### src/rtl/mem_arbiter_if.sv
// Bundle of the CPU, DMA and mem-side signals around mem_arbiter.
// The arbiter uses the slave modport; requesters and the mem model use master.
interface mem_arbiter_if;
    logic        cpu_req;
    logic        cpu_we;
    logic [15:0] cpu_addr;
    logic [7:0]  cpu_wdata;
    logic        cpu_gnt;
    logic        cpu_done;
    logic [7:0]  cpu_rdata;

    logic        dma_req;
    logic        dma_we;
    logic [15:0] dma_addr;
    logic [7:0]  dma_wdata;
    logic        dma_gnt;
    logic        dma_done;
    logic [7:0]  dma_rdata;

    logic [15:0] mem_addr;
    logic        mem_rw_sel;
    logic [7:0]  mem_wdata;
    logic        mem_wdata_oe;
    logic [7:0]  mem_rdata;
    logic        wr_err;

    modport slave (
        input  cpu_req, cpu_we, cpu_addr, cpu_wdata,
        input  dma_req, dma_we, dma_addr, dma_wdata,
        input  mem_rdata,
        output cpu_gnt, cpu_done, cpu_rdata,
        output dma_gnt, dma_done, dma_rdata,
        output mem_addr, mem_rw_sel, mem_wdata, mem_wdata_oe, wr_err
    );

    modport master (
        output cpu_req, cpu_we, cpu_addr, cpu_wdata,
        output dma_req, dma_we, dma_addr, dma_wdata,
        output mem_rdata,
        input  cpu_gnt, cpu_done, cpu_rdata,
        input  dma_gnt, dma_done, dma_rdata,
        input  mem_addr, mem_rw_sel, mem_wdata, mem_wdata_oe, wr_err
    );
endinterface

### src/rtl/mem_arbiter.sv
// CPU/DMA arbiter for the single-port mem block: CPU priority, DMA anti-starvation counter.
// Define MEM_ARB_ROM_PROTECT_EN to turn writes at or above ROM_BASE into dummy reads with wr_err.
module mem_arbiter #(
    parameter int unsigned MAX_WAIT = 4,
    parameter logic [15:0] ROM_BASE = 16'hC000
) (
    input logic          ph2_i,
    input logic          reset_i,
    mem_arbiter_if.slave bus_io
);

    localparam logic [1:0] IDLE  = 2'd0;
    localparam logic [1:0] ISSUE = 2'd1;
    localparam logic [1:0] WAIT  = 2'd2;

    localparam logic [3:0] MaxWait = 4'(MAX_WAIT);

`ifdef MEM_ARB_ROM_PROTECT_EN
    localparam bit RomProtect = 1'b1;
`else
    localparam bit RomProtect = 1'b0;
`endif

    logic [1:0]  state_q, state_d;
    logic        owner_q, owner_d;  // 1 = DMA owns the current access
    logic        we_q, we_d;
    logic        blk_q, blk_d;
    logic [3:0]  cnt_q, cnt_d;
    logic [15:0] mem_addr_q, mem_addr_d;
    logic [7:0]  mem_wdata_q, mem_wdata_d;
    logic        mem_rw_sel_q, mem_rw_sel_d;
    logic        cpu_gnt_q, cpu_gnt_d, dma_gnt_q, dma_gnt_d;
    logic        cpu_done_q, cpu_done_d, dma_done_q, dma_done_d;
    logic [7:0]  cpu_rdata_q, cpu_rdata_d, dma_rdata_q, dma_rdata_d;
    logic        wr_err_q, wr_err_d;

    logic        arb_edge, win_any, win_dma;
    logic        sel_we, sel_blk;
    logic [15:0] sel_addr;
    logic [7:0]  sel_wdata;

    assign arb_edge  = (state_q == IDLE) || (state_q == WAIT);
    assign win_any   = bus_io.cpu_req || bus_io.dma_req;
    assign win_dma   = bus_io.dma_req && ((cnt_q == MaxWait) || !bus_io.cpu_req);
    assign sel_we    = win_dma ? bus_io.dma_we    : bus_io.cpu_we;
    assign sel_addr  = win_dma ? bus_io.dma_addr  : bus_io.cpu_addr;
    assign sel_wdata = win_dma ? bus_io.dma_wdata : bus_io.cpu_wdata;
    assign sel_blk   = RomProtect && sel_we && (sel_addr >= ROM_BASE);

    always_comb begin
        state_d      = state_q;
        owner_d      = owner_q;
        we_d         = we_q;
        blk_d        = blk_q;
        cnt_d        = cnt_q;
        mem_addr_d   = mem_addr_q;
        mem_wdata_d  = mem_wdata_q;
        mem_rw_sel_d = 1'b1;
        cpu_gnt_d    = 1'b0;
        dma_gnt_d    = 1'b0;
        cpu_done_d   = 1'b0;
        dma_done_d   = 1'b0;
        cpu_rdata_d  = cpu_rdata_q;
        dma_rdata_d  = dma_rdata_q;
        wr_err_d     = 1'b0;

        if (state_q == ISSUE) begin
            state_d = WAIT;
        end

        // Completion of the access that is leaving WAIT.
        if (state_q == WAIT) begin
            wr_err_d = blk_q;
            if (owner_q) begin
                dma_done_d = 1'b1;
                if (!we_q) dma_rdata_d = bus_io.mem_rdata;
            end else begin
                cpu_done_d = 1'b1;
                if (!we_q) cpu_rdata_d = bus_io.mem_rdata;
            end
        end

        if (arb_edge) begin
            if (win_any) begin
                state_d      = ISSUE;
                owner_d      = win_dma;
                we_d         = sel_we;
                blk_d        = sel_blk;
                mem_addr_d   = sel_addr;
                mem_wdata_d  = sel_wdata;
                mem_rw_sel_d = ~(sel_we && !sel_blk);
                cpu_gnt_d    = !win_dma;
                dma_gnt_d    = win_dma;
            end else begin
                state_d = IDLE;
            end
            if (bus_io.dma_req) begin
                if (win_dma) begin
                    cnt_d = 4'd0;
                end else if (cnt_q != MaxWait) begin
                    cnt_d = cnt_q + 4'd1;
                end
            end
        end
    end

    always_ff @(posedge ph2_i or posedge reset_i) begin
        if (reset_i) begin
            state_q      <= IDLE;
            owner_q      <= 1'b0;
            we_q         <= 1'b0;
            blk_q        <= 1'b0;
            cnt_q        <= 4'd0;
            mem_addr_q   <= 16'h0000;
            mem_wdata_q  <= 8'h00;
            mem_rw_sel_q <= 1'b1;
            cpu_gnt_q    <= 1'b0;
            dma_gnt_q    <= 1'b0;
            cpu_done_q   <= 1'b0;
            dma_done_q   <= 1'b0;
            cpu_rdata_q  <= 8'h00;
            dma_rdata_q  <= 8'h00;
            wr_err_q     <= 1'b0;
        end else begin
            state_q      <= state_d;
            owner_q      <= owner_d;
            we_q         <= we_d;
            blk_q        <= blk_d;
            cnt_q        <= cnt_d;
            mem_addr_q   <= mem_addr_d;
            mem_wdata_q  <= mem_wdata_d;
            mem_rw_sel_q <= mem_rw_sel_d;
            cpu_gnt_q    <= cpu_gnt_d;
            dma_gnt_q    <= dma_gnt_d;
            cpu_done_q   <= cpu_done_d;
            dma_done_q   <= dma_done_d;
            cpu_rdata_q  <= cpu_rdata_d;
            dma_rdata_q  <= dma_rdata_d;
            wr_err_q     <= wr_err_d;
        end
    end

    assign bus_io.cpu_gnt      = cpu_gnt_q;
    assign bus_io.cpu_done     = cpu_done_q;
    assign bus_io.cpu_rdata    = cpu_rdata_q;
    assign bus_io.dma_gnt      = dma_gnt_q;
    assign bus_io.dma_done     = dma_done_q;
    assign bus_io.dma_rdata    = dma_rdata_q;
    assign bus_io.mem_addr     = mem_addr_q;
    assign bus_io.mem_rw_sel   = mem_rw_sel_q;
    assign bus_io.mem_wdata    = mem_wdata_q;
    assign bus_io.mem_wdata_oe = ~mem_rw_sel_q;
    assign bus_io.wr_err       = wr_err_q;

endmodule

### src/flat_wrapper.sv
// flat-port wrapper written by rule: the top's interface ports become plain ports
module mem_arbiter_flat 
#(
    parameter int unsigned MAX_WAIT = 4,
    parameter logic [15:0] ROM_BASE = 16'hC000
)
  (ph2_i, reset_i, bus_io_cpu_req, bus_io_cpu_we, bus_io_cpu_addr, bus_io_cpu_wdata, bus_io_dma_req, bus_io_dma_we, bus_io_dma_addr, bus_io_dma_wdata, bus_io_mem_rdata, bus_io_cpu_gnt, bus_io_cpu_done, bus_io_cpu_rdata, bus_io_dma_gnt, bus_io_dma_done, bus_io_dma_rdata, bus_io_mem_addr, bus_io_mem_rw_sel, bus_io_mem_wdata, bus_io_mem_wdata_oe, bus_io_wr_err);
  mem_arbiter_if bus_io_i ();
  input logic ph2_i;
  input logic reset_i;
  input wire logic [$bits(bus_io_i.cpu_req)-1:0] bus_io_cpu_req;
  input wire logic [$bits(bus_io_i.cpu_we)-1:0] bus_io_cpu_we;
  input wire logic [$bits(bus_io_i.cpu_addr)-1:0] bus_io_cpu_addr;
  input wire logic [$bits(bus_io_i.cpu_wdata)-1:0] bus_io_cpu_wdata;
  input wire logic [$bits(bus_io_i.dma_req)-1:0] bus_io_dma_req;
  input wire logic [$bits(bus_io_i.dma_we)-1:0] bus_io_dma_we;
  input wire logic [$bits(bus_io_i.dma_addr)-1:0] bus_io_dma_addr;
  input wire logic [$bits(bus_io_i.dma_wdata)-1:0] bus_io_dma_wdata;
  input wire logic [$bits(bus_io_i.mem_rdata)-1:0] bus_io_mem_rdata;
  output wire logic [$bits(bus_io_i.cpu_gnt)-1:0] bus_io_cpu_gnt;
  output wire logic [$bits(bus_io_i.cpu_done)-1:0] bus_io_cpu_done;
  output wire logic [$bits(bus_io_i.cpu_rdata)-1:0] bus_io_cpu_rdata;
  output wire logic [$bits(bus_io_i.dma_gnt)-1:0] bus_io_dma_gnt;
  output wire logic [$bits(bus_io_i.dma_done)-1:0] bus_io_dma_done;
  output wire logic [$bits(bus_io_i.dma_rdata)-1:0] bus_io_dma_rdata;
  output wire logic [$bits(bus_io_i.mem_addr)-1:0] bus_io_mem_addr;
  output wire logic [$bits(bus_io_i.mem_rw_sel)-1:0] bus_io_mem_rw_sel;
  output wire logic [$bits(bus_io_i.mem_wdata)-1:0] bus_io_mem_wdata;
  output wire logic [$bits(bus_io_i.mem_wdata_oe)-1:0] bus_io_mem_wdata_oe;
  output wire logic [$bits(bus_io_i.wr_err)-1:0] bus_io_wr_err;
  assign bus_io_i.cpu_req = bus_io_cpu_req;
  assign bus_io_i.cpu_we = bus_io_cpu_we;
  assign bus_io_i.cpu_addr = bus_io_cpu_addr;
  assign bus_io_i.cpu_wdata = bus_io_cpu_wdata;
  assign bus_io_i.dma_req = bus_io_dma_req;
  assign bus_io_i.dma_we = bus_io_dma_we;
  assign bus_io_i.dma_addr = bus_io_dma_addr;
  assign bus_io_i.dma_wdata = bus_io_dma_wdata;
  assign bus_io_i.mem_rdata = bus_io_mem_rdata;
  assign bus_io_cpu_gnt = bus_io_i.cpu_gnt;
  assign bus_io_cpu_done = bus_io_i.cpu_done;
  assign bus_io_cpu_rdata = bus_io_i.cpu_rdata;
  assign bus_io_dma_gnt = bus_io_i.dma_gnt;
  assign bus_io_dma_done = bus_io_i.dma_done;
  assign bus_io_dma_rdata = bus_io_i.dma_rdata;
  assign bus_io_mem_addr = bus_io_i.mem_addr;
  assign bus_io_mem_rw_sel = bus_io_i.mem_rw_sel;
  assign bus_io_mem_wdata = bus_io_i.mem_wdata;
  assign bus_io_mem_wdata_oe = bus_io_i.mem_wdata_oe;
  assign bus_io_wr_err = bus_io_i.wr_err;
  mem_arbiter #(.MAX_WAIT(MAX_WAIT), .ROM_BASE(ROM_BASE)) u_core (.ph2_i(ph2_i), .reset_i(reset_i), .bus_io(bus_io_i));
endmodule
### config.mk
export PLATFORM = sky130hd
export DESIGN_NAME = mem_arbiter_flat
export DESIGN_NICKNAME = d
export VERILOG_FILES = /design/src/rtl/mem_arbiter_if.sv /design/src/rtl/mem_arbiter.sv /design/src/flat_wrapper.sv
export SDC_FILE = /design/constraint.sdc
export NUM_CORES = 1
export LEC_CHECK = 0
export ABC_AREA = 0
export CORE_MARGIN = 10
export CORE_UTILIZATION = 45
export CTS_CLUSTER_DIAMETER = 40
export DETAILED_ROUTE_END_ITERATION = 8
export PLACE_DENSITY = 0.88
export SLEW_MARGIN = 10
export SYNTH_ARGS = -nofsm -noshare
export SYNTH_HDL_FRONTEND = slang
export SYNTH_SLANG_ARGS = --single-unit
### constraint.sdc
create_clock -name ph2_i -period 4.2 [get_ports ph2_i]
set_input_delay 0.42 -clock ph2_i [delete_from_list [all_inputs] [get_ports ph2_i]]
set_output_delay 0.42 -clock ph2_i [all_outputs]
set_load 0.02 [all_outputs]
# Word level (Yosys, flattened, before mapping)
# Index checks and enable logic that the tools add are counted.
[classes]
reduce_logical = 13
eq_ne = 4
mux = 18
n_addsub = 1
bitwise_logic = 4
[ops]
columns = ["operator", "count"]
rows = [
  ["two-way mux 16 bit", 1],
  ["two-way mux 1 bit", 12],
  ["AND reduction 3 bit", 3],
  ["two-way mux 4 bit", 2],
  ["two-way mux 8 bit", 1],
  ["adder 4 x 1 -> 4 bit (second input constant)", 1],
  ["equality test 4 x 3 -> 1 bit (second input constant)", 1],
  ["two-way mux 2 bit", 2],
  ["inequality test 4 x 3 -> 1 bit (second input constant)", 1],
  ["NOT 1 bit", 4],
  ["nonzero test 2 bit", 2],
  ["logical OR 1 bit", 3],
  ["equality test 2 x 1 -> 1 bit (second input constant)", 1],
  ["equality test 2 bit (second input constant)", 1],
  ["zero test 1 bit", 2],
  ["zero test 2 bit", 1],
  ["AND reduction 2 bit", 1],
  ["logical AND 1 bit", 1],
]
[word_totals]
inputBits = 62
ff_bits = 53
output_inout_bits = 47

# Logic depth before layout (Yosys ltp)
# Gate-level depths: netlist of the first run.
[logic_depth]
ltp_word = 7
depth_mapped = 6
mapped_depth_nobuf = 6

# Worst setup path after synthesis of the first run
# Ideal clock, no wire load.
[synth_timing]
path_kind = "register to register"
from = "reg u_core.cnt_q[0]"
to = "reg u_core.we_q"
synth_period_minus_slack_ns = 1.399
t_required_ns = 4.069
setup_time_ns = 0.131
arrival_time_ns = 1.267
path_stages_with_launch = 7
n_path_buf = 1
path_slack_ns = 2.801
path_cell_list = "dfrtp_1 inv_1 ha_1 and3b_1 o21ai_1 buf_2 o211ai_1"
[synth_via]
elab_chain_len = 4
[synth_lines]
columns = ["item", "line_no", "source"]
rows = [
  ["start: declaration", "mem_arbiter.sv:28", "logic [3:0] cnt_q, cnt_d;"],
  ["start signal: assignment", "mem_arbiter.sv:129", "cnt_q <= cnt_d;"],
  ["equality test 4 x 3 -> 1 bit", "mem_arbiter.sv:44", "assign win_dma = bus_io.dma_req && ((cnt_q == MaxWait) || !bus_io.cpu_req);"],
  ["logical OR 1 bit", "mem_arbiter.sv:44", ""],
  ["logical AND 1 bit", "mem_arbiter.sv:44", ""],
  ["two-way mux 1 bit", "mem_arbiter.sv:45", "assign sel_we = win_dma ? bus_io.dma_we : bus_io.cpu_we;"],
  ["end signal: assignment", "mem_arbiter.sv:127", "we_q <= we_d;"],
  ["end: declaration", "mem_arbiter.sv:26", "logic we_q, we_d;"],
]
# Every way passes these cells.
# A chain may end at the register's enable or synchronous reset.

# Final worst setup path of the first run
[layout_timing]
from = "in bus_io_dma_req"
to = "reg u_core.mem_addr_q[3], in the netlist u_core.bus_io.mem_addr[3]"
[layout_via]
elab_chain_len = 2
[layout_lines]
columns = ["item", "line_no", "source"]
rows = [
  ["start: declaration", "flat_wrapper.sv:15", "input wire logic [$bits(bus_io_i.dma_req)-1:0] bus_io_dma_req;"],
  ["logical AND 1 bit or logical OR 1 bit (tied branches)", "mem_arbiter.sv:44, mem_arbiter.sv:43", ""],
  ["two-way mux 16 bit or AND reduction 2 bit (tied branches)", "-", ""],
  ["end signal: assignment", "mem_arbiter.sv:130", "mem_addr_q <= mem_addr_d;"],
  ["end: declaration", "mem_arbiter.sv:29", "logic [15:0] mem_addr_q, mem_addr_d;"],
]
# Several ways; a longest one is shown, not always the timed one.

==> results of run 1 <==
cell usage in the layout (no fill, tap or decap):
cell             count
nand4_1             21
nand4b_1             1
inv_2                1
nand3b_1             1
a21oi_1              1
o21ai_0              3
o2bb2ai_1            1
o21a_1               1
nor2_1               1
nor2b_4              1
o211ai_1            20
conb_1               1
ha_1                 2
nor3b_1              1
o221ai_1             5
nand2_1             56
o21ai_1              1
nand2b_1             3
o31ai_1              1
o21ba_2              1
clkinv_2             1
mux2_2               8
dfrtp_1             52
o21ai_2              1
clkbuf_1             2
or3_1                1
and3b_1              2
inv_1               10
mux2_4               8
clkdlybuf4s50_1    107
o21bai_2             1
clkbuf_8             5
nand3_1              2
and2b_1              2
dfstp_2              1
power breakdown:
group | internal [W] | leakage [nW] | switching [W]
combinational | 0.000642 | 0.811 | 0.000655
sequential | 0.000749 | 0.652 | 0.000142
clock | 0.000117 | 0.0422 | 0.000155
total | 0.00151 | 1.51 | 0.000951
critical path, delay by kind of cell:
| family | cells | cell delay (ns) |
|---|---|---|
| AO/OA/AOI/OAI | 1 | 0.16 |
| AND/OR/NAND/NOR | 2 | 1.32 |
| buffers and inverters | 1 | 0.62 |
cell families (layout without fill, tap and decap cells):
family,count (synthesis),after routing,share of synthesized area (%)
buffers and inverters,28,126,5.78
adders and majority gates,2,2,1.03
DFF,53,53,54.7
muxes,16,16,8.66
other,1,1,0.155
and+or+nand+nor,92,92,18.6
AOI/OAI and AO/OA,36,36,11.1
metal layers:
layer / up-vias / GRT usage [%] / wire length [um]
met5: - / 0 / 0
met4: 0 / 4.50 / 92
met3: 8 / 6.71 / 817
met2: 88 / 25.3 / 3160
met1: 969 / 17.6 / 2860
li1: 989 / - / -
registers in the layout, summed over array words and instances (netlist names):
signal                    cells
u_core.bus_io.dma_gnt         1
u_core.bus_io.mem_addr       16
u_core.bus_io.mem_rw_sel      1
u_core.bus_io.dma_rdata       8
u_core.bus_io.dma_done        1
u_core.bus_io.cpu_gnt         1
u_core.we_q                   1
u_core.cnt_q                  4
u_core.owner_q                1
u_core.bus_io.mem_wdata       8
u_core.state_q                2
u_core.bus_io.cpu_rdata       8
u_core.bus_io.cpu_done        1
metrics by stage:
step	power (W)	util (%)	std cells	hold slack, ns	area [sq um]
2_1_floorplan	0.00163	-	228	0.431	2430
3_3_place_gp	0.00216	67.5	388	0.455	3490
3_5_place_dp	0.00221	67.5	388	0.474	3490
4_1_cts	0.00248	69.0	396	0.487	3570
5_1_grt	0.00262	69.0	396	0.500	3570
6_report	0.00246	69.0	396	0.482	3570
path summary, 6_finish.rpt:
check	from	endpoint	slack [ns]	cells after the start
setup reg to reg	u_core.cnt_q[0]	u_core.bus_io.mem_addr[3]	1.94	5
min in group asynchronous	reset_i	u_core.bus_io.cpu_rdata[6]	0.69	2
hold / removal	u_core.owner_q	u_core.bus_io.cpu_done	0.48	1
max in group asynchronous	reset_i	u_core.bus_io.mem_wdata[6]	2.83	2
hold reg to reg	u_core.owner_q	u_core.bus_io.cpu_done	0.48	1
setup / recovery	bus_io_dma_req	u_core.bus_io.mem_addr[3]	1.82	4
layout make-up:
| type | count | area share, % |
|---|---|---|
| Sequential cell | 53 | 37.2 |
| Tap cell | 70 | 2.45 |
| Clock buffer | 7 | 2.14 |
| Multi-Input combinational cell | 147 | 26.9 |
| Clock inverter | 1 | 0.140 |
| Inverter | 11 | 1.16 |
| Timing Repair Buffer | 107 | 30.0 |
==> results.md, run 1 <==
- Status: finished clean
- Initial core utilization: 46.9%
- Register bit total from synthesis: 53
- Leakage: 1.51 nW
- Worst-Margin Slew: 1.18 ns
- Fin. Hold Viols: 0
- Reg clk slew, reported paths: 0.09 ns
- Layout Nets: 389
- Area of the multi-input gates: 962 sq um
- DRT antenna net count: 0
- Initial antenna violation count: 0
- Pre-CTS setup slack: 1.51 ns
- Worst EP required: 4.36 ns
- Period utilization: 56.6%
- Top cells by area, synth: dfrtp_1, nand2_1, o211ai_1, nand4_1, mux2_4
- Final min period: 2.38 ns
- CTS tree: built
- Top cells by count, synth: nand2_1, dfrtp_1, nand4_1, o211ai_1, inv_1
- GPL Wtd Cong: 0.756
- Critical path type: primary input to flip-flop
- HPWL after DPL: 5190 um
- Max Cap Viol: 0
- Vias in the first global route: 2208
- Area leader, netlist: dfrtp_1
- Cts repair resizes: 0
- RSZ-0062 raised after global routing: false
- Post-CTS Repair Setup Buffers: 0
- Antenna diode count: 0
- Port Buf Inserts: 107
- Max Slew Vio Count: 0
- Layout cells sized above 1: 8.59%
- Synth warnings: 0
- Synth Net Count: 292
- Area growth from synthesis to layout: 47.2%
- Grt ovf: 0
- Post-synth ARST share: 100%
- Worst vdd ir: 0.289 mV
- Clock root buffer master: clkbuf_8
- CTS buffer count: 5
- FP Rows: 26
- Mapped Cells: 228
- # hold bufs at CTS: 0
- Avg WL per Cell: 17.5 um
- Slowest CP cell: nand4b_1
- Register area share after synthesis: 54.7%
- Core area: 5170 sq um
- Post-Route WL: 6930 um
- TNS Setup: 0 ns
- Total Routing Usage GR: 15.4%
- Netlist cell types: 33
- Clk_lat worst skew: 0.29 ns
- Layout Skew: 0.00706 ns
- Yosys top cell area share: 53.6%
- Fmax: 421 MHz
- CP Capture Type: flip-flop
- Number of synthesized flops with an enable pin: 0
- Die Wd: 93.4 um
- FF+latch area: 1330 sq um
- CTS H-tree lvls: 2
- Slew headroom: 21.1%
- Cell Pwr Density: 689 nW/um^2
- Final setup margin: 1.82 ns
- Iter 0 DRT Violations: 74
- Clock sinks: 53
- Startpoint Class: primary input
- Critical path arrival: 2.53 ns
- Main synth FF type: dfrtp_1
- CTS Buffer Depth: 2
- Die area: 8730 sq um
- Slowest cell delay on critical path: 0.80 ns
- Global-route wire length before repair: 10900 um
- Vias per Instance: 5.19
- Maximum number of pins on one net before global-route repair: 54
- Hold Crit Class: flip-flop to flip-flop
- # IOs: 109
- Avg Cell Area, Syn: 10.6 sq um
- CP Max Fanout: 21
- Worst path cell trace: clkdlybuf4s50_1 -> nand4b_1 -> nand2_1 -> o221ai_1
- Post-Syn Area: 2430 sq um
- Most common cell in the netlist: nand2_1
- Fillers: 406
- Vias: 2054
- DRC errors left: 0
- DR pass1 iterations: 4
- Die height: 93.4 um
- Finish-stage setup viols: 0
Note: power is estimated with default switching activity, not from simulation.
==> run 2: changes to the inputs <==
--- a/config.mk
+++ b/config.mk
@@ -7,10 +7,10 @@
 export LEC_CHECK = 0
 export ABC_AREA = 0
 export CORE_MARGIN = 10
-export CORE_UTILIZATION = 45
+export CORE_UTILIZATION = 42
 export CTS_CLUSTER_DIAMETER = 40
 export DETAILED_ROUTE_END_ITERATION = 8
-export PLACE_DENSITY = 0.88
+export PLACE_DENSITY = 0.83
 export SLEW_MARGIN = 10
 export SYNTH_ARGS = -nofsm -noshare
 export SYNTH_HDL_FRONTEND = slang
==> constraint.sdc (replaced) <==
create_clock -name ph2_i -period 2.4 [get_ports ph2_i]
set_input_delay 0.24 -clock ph2_i [delete_from_list [all_inputs] [get_ports ph2_i]]
set_output_delay 0.24 -clock ph2_i [all_outputs]
set_load 0.02 [all_outputs]
==> run 2 against run 1 <==
Sequential share of layout area down 0.78 points. Final area up 2.1%. Critical endpoint is now u_core.bus_io.mem_wdata[2]. Routed wire length up 2.4%.
==> results.md, run 2 (synthesized netlist as in run 1, its figures left out) <==
- Highest-count cells in the layout ignoring fill and taps: clkdlybuf4s50_1, nand2_1, dfrtp_1
- Cts repair resizes: 0 (unchanged)
- GPL Wtd Cong: 0.787 (+4.1%)
- Slew headroom: 59.9% (+39 points)
- Port Buf Inserts: 107 (unchanged)
- Fillers: 487 (+20%)
- Met1 Use GR: 18.9% (+1.2 points)
- Core area: 5540 sq um (+7.1%)
- Antenna diode count: 0 (unchanged)
- Worst vdd ir: 0.618 mV (+110%)
- Clk_lat worst skew: 0.31 ns (+0.02 ns)
- Slowest cell delay on critical path: 0.43 ns (-0.37 ns)
- Die height: 96 um (+2.8%)
- Worst EP required: 2.58 ns (-1.78 ns)
- CTS tree: built
- Vias: 2141 (+4.2%)
- Area of the multi-input gates: 962 sq um (unchanged)
- CTS Buffer Depth: 2 (unchanged)
- Initial core utilization: 43.8% (-3.1 points)
- Period utilization: 75.3%
- Status: finished clean
- Fin area: 3650 sq um (+2.1%)
- Layout Skew: 0.00730 ns (+0.000244 ns)
- Vias per Instance: 5.26 (+1.4%)
- FP Rows: 27 (+3.8%)
- Worst path cell trace: inv_1 -> ha_1 -> nand4b_1 -> buf_4 -> nand4_1 -> o211ai_1
- Area growth from synthesis to layout: 50.3%
- Met3 GRT Util: 7.16% (+0.44 points)
- Clock root buffer master: clkbuf_8
- Max Cap Viol: 0 (unchanged)
- Slowest CP cell: dfrtp_1
- Critical path arrival: 1.99 ns (-0.54 ns)
- HPWL after DPL: 5620 um (+8.3%)
- Reg clk slew, reported paths: 0.10 ns (about the same)
- Worst-Margin Slew: 0.598 ns (-0.585 ns)
- Finish-stage setup viols: 0 (unchanged)
- Area after DPL: 3560 sq um (+2.0%)
- Layout Nets: 398 (+2.3%)
- Buf/Inv on CP: 2 (+1)
- Total Routing Usage GR: 15.6% (+0.26 points)
- TNS Setup: 0 ns (unchanged)
- Max FFs per register: 16 (unchanged)
- Most used routing layer in global routing: met2
- Reg2reg path depth: 6 (+1)
- Leakage: 1.54 nW (+2.5%)
- Post-CTS Repair Setup Buffers: 0 (unchanged)
- CTS H-tree lvls: 2 (unchanged)
- DRC errors left: 0 (unchanged)
- Startpoint Class: flip-flop
- Final min period: 1.81 ns
- Critical path depth: 6 (+2)
- Global-route wire length before repair: 11200 um (+3.6%)
- Met2 GRT Util: 24.6% (-0.80 points)
- Iter 0 DRT Violations: 95 (+28%)
- Post-placement cell count: 399 (+2.8%)
- # hold bufs at CTS: 0 (unchanged)
- Non-filler instance count after layout: 407 (+2.8%)
- Layout cells sized above 1: 11.3% (+2.8 points)
- Cell Pwr Density: 1200 nW/um^2 (+74%)
- Initial antenna violation count: 0 (unchanged)
- Critical path type: flip-flop to flip-flop
- Die Wd: 96 um (+2.8%)
- Die area: 9220 sq um (+5.6%)
- Maximum number of pins on one net before global-route repair: 25 (-54%)
- CP startpoint: u_core.cnt_q[0]
- Vias in the first global route: 2271 (+2.9%)
- CTS buffer count: 5 (unchanged)
- Commonest non-fill, non-tap cell in the layout: clkdlybuf4s50_1
- Post-Route WL: 7100 um (+2.4%)
- Clock sinks: 53 (unchanged)
- FF+latch area: 1330 sq um (unchanged)
- DRT antenna net count: 0 (unchanged)
- # IOs: 109 (unchanged)
- Hold Crit Class: primary input to asynchronous set/reset pin
- Fin. Hold Viols: 0 (unchanged)
- Reg-to-Reg Start: u_core.cnt_q[0]
- Avg WL per Cell: 17.4 um (-0.34%)
- RSZ-0062 raised after global routing: false
- Fmax: 553 MHz
- Max Slew Vio Count: 0 (unchanged)
- CP Max Fanout: 12 (-43%)
- Grt ovf: 0 (unchanged)
- Dominant delay contributor by cell family on the critical path: simple AND/OR/NAND/NOR gates
- DR pass1 iterations: 4 (unchanged)
- CP Capture Type: flip-flop
## run 2: cell types whose count changed in the layout (fill, tap and decap cells not counted), sizes merged
cell / before / now
buf: 0 / 9
clkinvlp: 0 / 2
clkbuf: 7 / 6
clkinv: 1 / 0
## run 2: final cells by class
class                   count  share of cell area (%)
inverters                  11                    1.13
clock inverters             2                   0.412
flip-flops and latches     53                    36.4
clock buffers               6                    1.99
multi-input cells         147                    26.4
well taps                  72                    2.47
repair buffers            116                    31.2
## run 2: layer usage
| layer | wire length, um | share of wire [%] |
|---|---|---|
| met3 | 789 | 11 |
| met2 | 3180 | 45 |
| met4 | 99 | 1.4 |
| met1 | 3030 | 43 |
| met5 | 0 | 0 |
## run 2: worst register-to-register path: stages (launching register included)
cell and delay [ns]:
dfrtp_1 0.43, inv_1 0.08, ha_1 0.19, nand4b_1 0.41, buf_4 0.36, nand4_1 0.11, o211ai_1 0.10
## run 2: through the flow
stage / setup slack, ns / total power [W] / util (%) / hold WS (ns)
floorplan: 0.875 / 0.00285 / - / 0.388
global placement: 0.484 / 0.00385 / 64.3 / 0.454
detailed placement: 0.365 / 0.00392 / 64.3 / 0.467
CTS: 0.567 / 0.00442 / 65.8 / 0.246
global route: 0.467 / 0.00467 / 65.8 / 0.274
finish: 0.592 / 0.00437 / 65.8 / 0.240
## run 2: final timing paths
kind	endpoint	slack, ns
max	u_core.bus_io.mem_wdata[2]	0.59
max in group asynchronous	u_core.bus_io.mem_rw_sel	1.52
min reg2reg	u_core.bus_io.cpu_done	0.48
max reg2reg	u_core.bus_io.mem_wdata[2]	0.59
min in group ph2_i	u_core.bus_io.cpu_done	0.48
min	u_core.cnt_q[1]	0.24
## run 2: report_power, final
part | internal (W) | total (W) | switching, W
Sequential | 0.00131 | 0.00156 | 0.000251
Clock | 0.000206 | 0.000500 | 0.000294
Combinational | 0.00116 | 0.00231 | 0.00115
==> run 3: changes to the inputs <==
--- a/config.mk
+++ b/config.mk
@@ -7,10 +7,10 @@
 export LEC_CHECK = 0
 export ABC_AREA = 0
 export CORE_MARGIN = 10
-export CORE_UTILIZATION = 42
+export CORE_UTILIZATION = 38
 export CTS_CLUSTER_DIAMETER = 40
 export DETAILED_ROUTE_END_ITERATION = 8
-export PLACE_DENSITY = 0.83
+export PLACE_DENSITY = 0.79
 export SLEW_MARGIN = 10
 export SYNTH_ARGS = -nofsm -noshare
 export SYNTH_HDL_FRONTEND = slang
==> constraint.sdc (replaced) <==
create_clock -name ph2_i -period 1.53 [get_ports ph2_i]
set_input_delay 0.153 -clock ph2_i [delete_from_list [all_inputs] [get_ports ph2_i]]
set_output_delay 0.153 -clock ph2_i [all_outputs]
set_load 0.02 [all_outputs]
==> run 3 against run 2 <==
Die area is 8.3% higher. Setup slack got worse by 0.55 ns. Combinational power is 73% higher. Maximum frequency grew 21%. Sequential cell count unchanged. Final cell count up 3.9%. Hold slack got worse by 0.10 ns. Power is 73% higher. Register-to-register slack worse by 0.55 ns.
==> results.md, run 3 (synthesized netlist as in run 1, its figures left out) <==
- Area growth from synthesis to layout: 61.1%
- Die area: 9980 sq um (+8.3%)
- Core area: 6280 sq um (+13%)
- Max Slew Vio Count: 0 (unchanged)
- Critical path type: flip-flop to flip-flop
- Global-route wire length before repair: 11900 um (+5.8%)
- Buf/Inv on CP: 2 (unchanged)
- Fmax: 672 MHz (+21%)
- Layout Skew: 0.00375 ns (-0.00356 ns)
- HPWL after DPL: 5850 um (+4.1%)
- Total Routing Usage GR: 14.6% (-1.1 points)
- FF+latch area: 1330 sq um (unchanged)
- CTS Buffer Depth: 2 (unchanged)
- Port Buf Inserts: 107 (unchanged)
- Most used routing layer in global routing: met2
- Non-filler instance count after layout: 423 (+3.9%)
- Max Cap Viol: 0 (unchanged)
- Initial antenna violation count: 0 (unchanged)
- CP Max Fanout: 5 (-7)
- Avg WL per Cell: 18.3 um (+5.0%)
- Layout cells sized above 1: 15.9% (+4.6 points)
- Grt ovf: 0 (unchanged)
- Slowest cell delay on critical path: 0.37 ns (-0.06 ns)
- Clock sinks: 53 (unchanged)
- Met1 Use GR: 18.2% (-0.70 points)
- Area of the multi-input gates: 1010 sq um (+4.6%)
- Maximum number of pins on one net before global-route repair: 25 (unchanged)
- Final setup margin: 0.0412 ns (-0.550 ns)
- Final min period: 1.49 ns (-0.320 ns)
- Reg clk slew, reported paths: 0.09 ns (about the same)
- Die height: 99.9 um (+4.1%)
- Vias in the first global route: 2313 (+1.8%)
- Met2 GRT Util: 22.8% (-1.8 points)
- Post-Route WL: 7750 um (+9.1%)
- Die Wd: 99.9 um (+4.1%)
- Post-placement cell count: 411 (+3.0%)
- Startpoint Class: flip-flop
- RSZ-0062 raised after global routing: true
- Worst EP required: 1.72 ns (-0.86 ns)
- Cell Pwr Density: 1930 nW/um^2 (+61%)
- Max FFs per register: 16 (unchanged)
- Vias per Instance: 5.22 (-0.73%)
- CP Capture Type: flip-flop
- Worst path cell trace: inv_1 -> ha_4 -> and3b_2 -> o21ai_4 -> clkbuf_16 -> o211ai_1
- DR pass1 iterations: 4 (unchanged)
- FP Rows: 29 (+7.4%)
- Fin area: 3910 sq um (+7.1%)
- Hold Crit Class: primary input to asynchronous set/reset pin
- CTS buffer count: 5 (unchanged)
- Worst vdd ir: 1.09 mV (+77%)
- Period utilization: 97.3% (+22 points)
- Slowest CP cell: dfrtp_1
- Leakage: 1.67 nW (+8.1%)
- Status: finished clean
- Area after DPL: 3680 sq um (+3.4%)
- Total Power: 0.00754 W (+73%)
- Vias: 2209 (+3.2%)
- Clk_lat worst skew: 0.30 ns (about the same)
- DRC errors left: 0 (unchanged)
- Fin. Hold Viols: 0 (unchanged)
- GPL Wtd Cong: 0.776 (-1.4%)
- Fillers: 517 (+6.2%)
- # IOs: 109 (unchanged)
- DRT antenna net count: 0 (unchanged)
- Antenna diode count: 0 (unchanged)
- Finish-stage setup viols: 0 (unchanged)
- Highest-count cells in the layout ignoring fill and taps: clkdlybuf4s50_1, nand2_1, dfrtp_1
- Commonest non-fill, non-tap cell in the layout: clkdlybuf4s50_1
- Final Util: 62.2% (-3.6 points)
- Dominant delay contributor by cell family on the critical path: flip-flops
- Layout Nets: 409 (+2.8%)
- Pre-CTS setup slack: -0.101 ns (-0.466 ns)
- CTS tree: built
- Initial core utilization: 38.6% (-5.1 points)
- Met3 GRT Util: 6.32% (-0.84 points)
- Clock root buffer master: clkbuf_8
- Iter 0 DRT Violations: 110 (+16%)
- Critical path arrival: 1.67 ns (-0.32 ns)
- CTS H-tree lvls: 2 (unchanged)
==> run 3: cell types whose count changed in the layout (fill, tap and decap cells not counted), moves of 2 or more <==
cell	delta
buf_12	+5
bufinv_16	+2
clkinvlp_4	-2
clkdlybuf4s50_1	-2
buf_4	+4
dlygate4sd2_1	+2
o21ai_4	+2
==> run 3: worst reg2reg max path: stages (launching register included) <==
cell and delay, ns:
dfrtp_1 0.37, inv_1 0.08, ha_4 0.17, and3b_2 0.24
o21ai_4 0.24, clkbuf_16 0.20, o211ai_1 0.08
==> run 3: timing repair <==
action | CTS | global route
endpoints found under the setup margin | 9 | 33
gates cloned | 0 | 2
gates resized for setup | 3 | 8
hold buffers | 0 | 0
pin swaps | 0 | 5
buffers inserted | 0 | 2
==> run 3: cell type report <==
| type | count | area share, % |
|---|---|---|
| clock buffers | 5 | 1.76 |
| clock inverters | 3 | 1.67 |
| well taps | 77 | 2.47 |
| repair buffers | 127 | 33.3 |
| multi-input cells | 147 | 25.7 |
| flip-flops and latches | 53 | 34.0 |
| inverters | 11 | 1.06 |
==> run 3: routing by layer <==
metal / vias to the layer above / share of wire, %
met3: 7 / 9.6
met2: 88 / 48
met4: 0 / 0.80
met1: 1084 / 42
met5: - / 0
li1: 1030 / -
==> run 3: final timing paths <==
kind	endpoint	start	cells past startpoint	slack, ns
setup / recovery	u_core.bus_io.mem_wdata[2]	u_core.cnt_q[0]	6	0.04
max in group asynchronous	u_core.bus_io.mem_wdata[5]	reset_i	3	0.79
hold / removal	u_core.bus_io.cpu_rdata[2]	reset_i	2	0.14
hold reg to reg	u_core.bus_io.cpu_done	u_core.state_q[0]	1	0.49
setup reg to reg	u_core.bus_io.mem_wdata[2]	u_core.cnt_q[0]	6	0.04
min in group ph2_i	u_core.bus_io.mem_addr[10]	bus_io_dma_addr[10]	3	0.40
==> run 3: metrics by stage <==
step	hold WS, ns	setup TNS, ns
3_3_place_gp	0.461	-0.671
4_1_cts	0.142	0
6_report	0.137	0
2_1_floorplan	0.301	0
3_5_place_dp	0.472	-1.14
5_1_grt	0.154	-0.181
==> run 3: where the power goes <==
part	switching, W	internal, W	total, W
clock network	0.000465	0.000650	0.00111
logic	0.00193	0.00206	0.00399
registers	0.000386	0.00205	0.00244
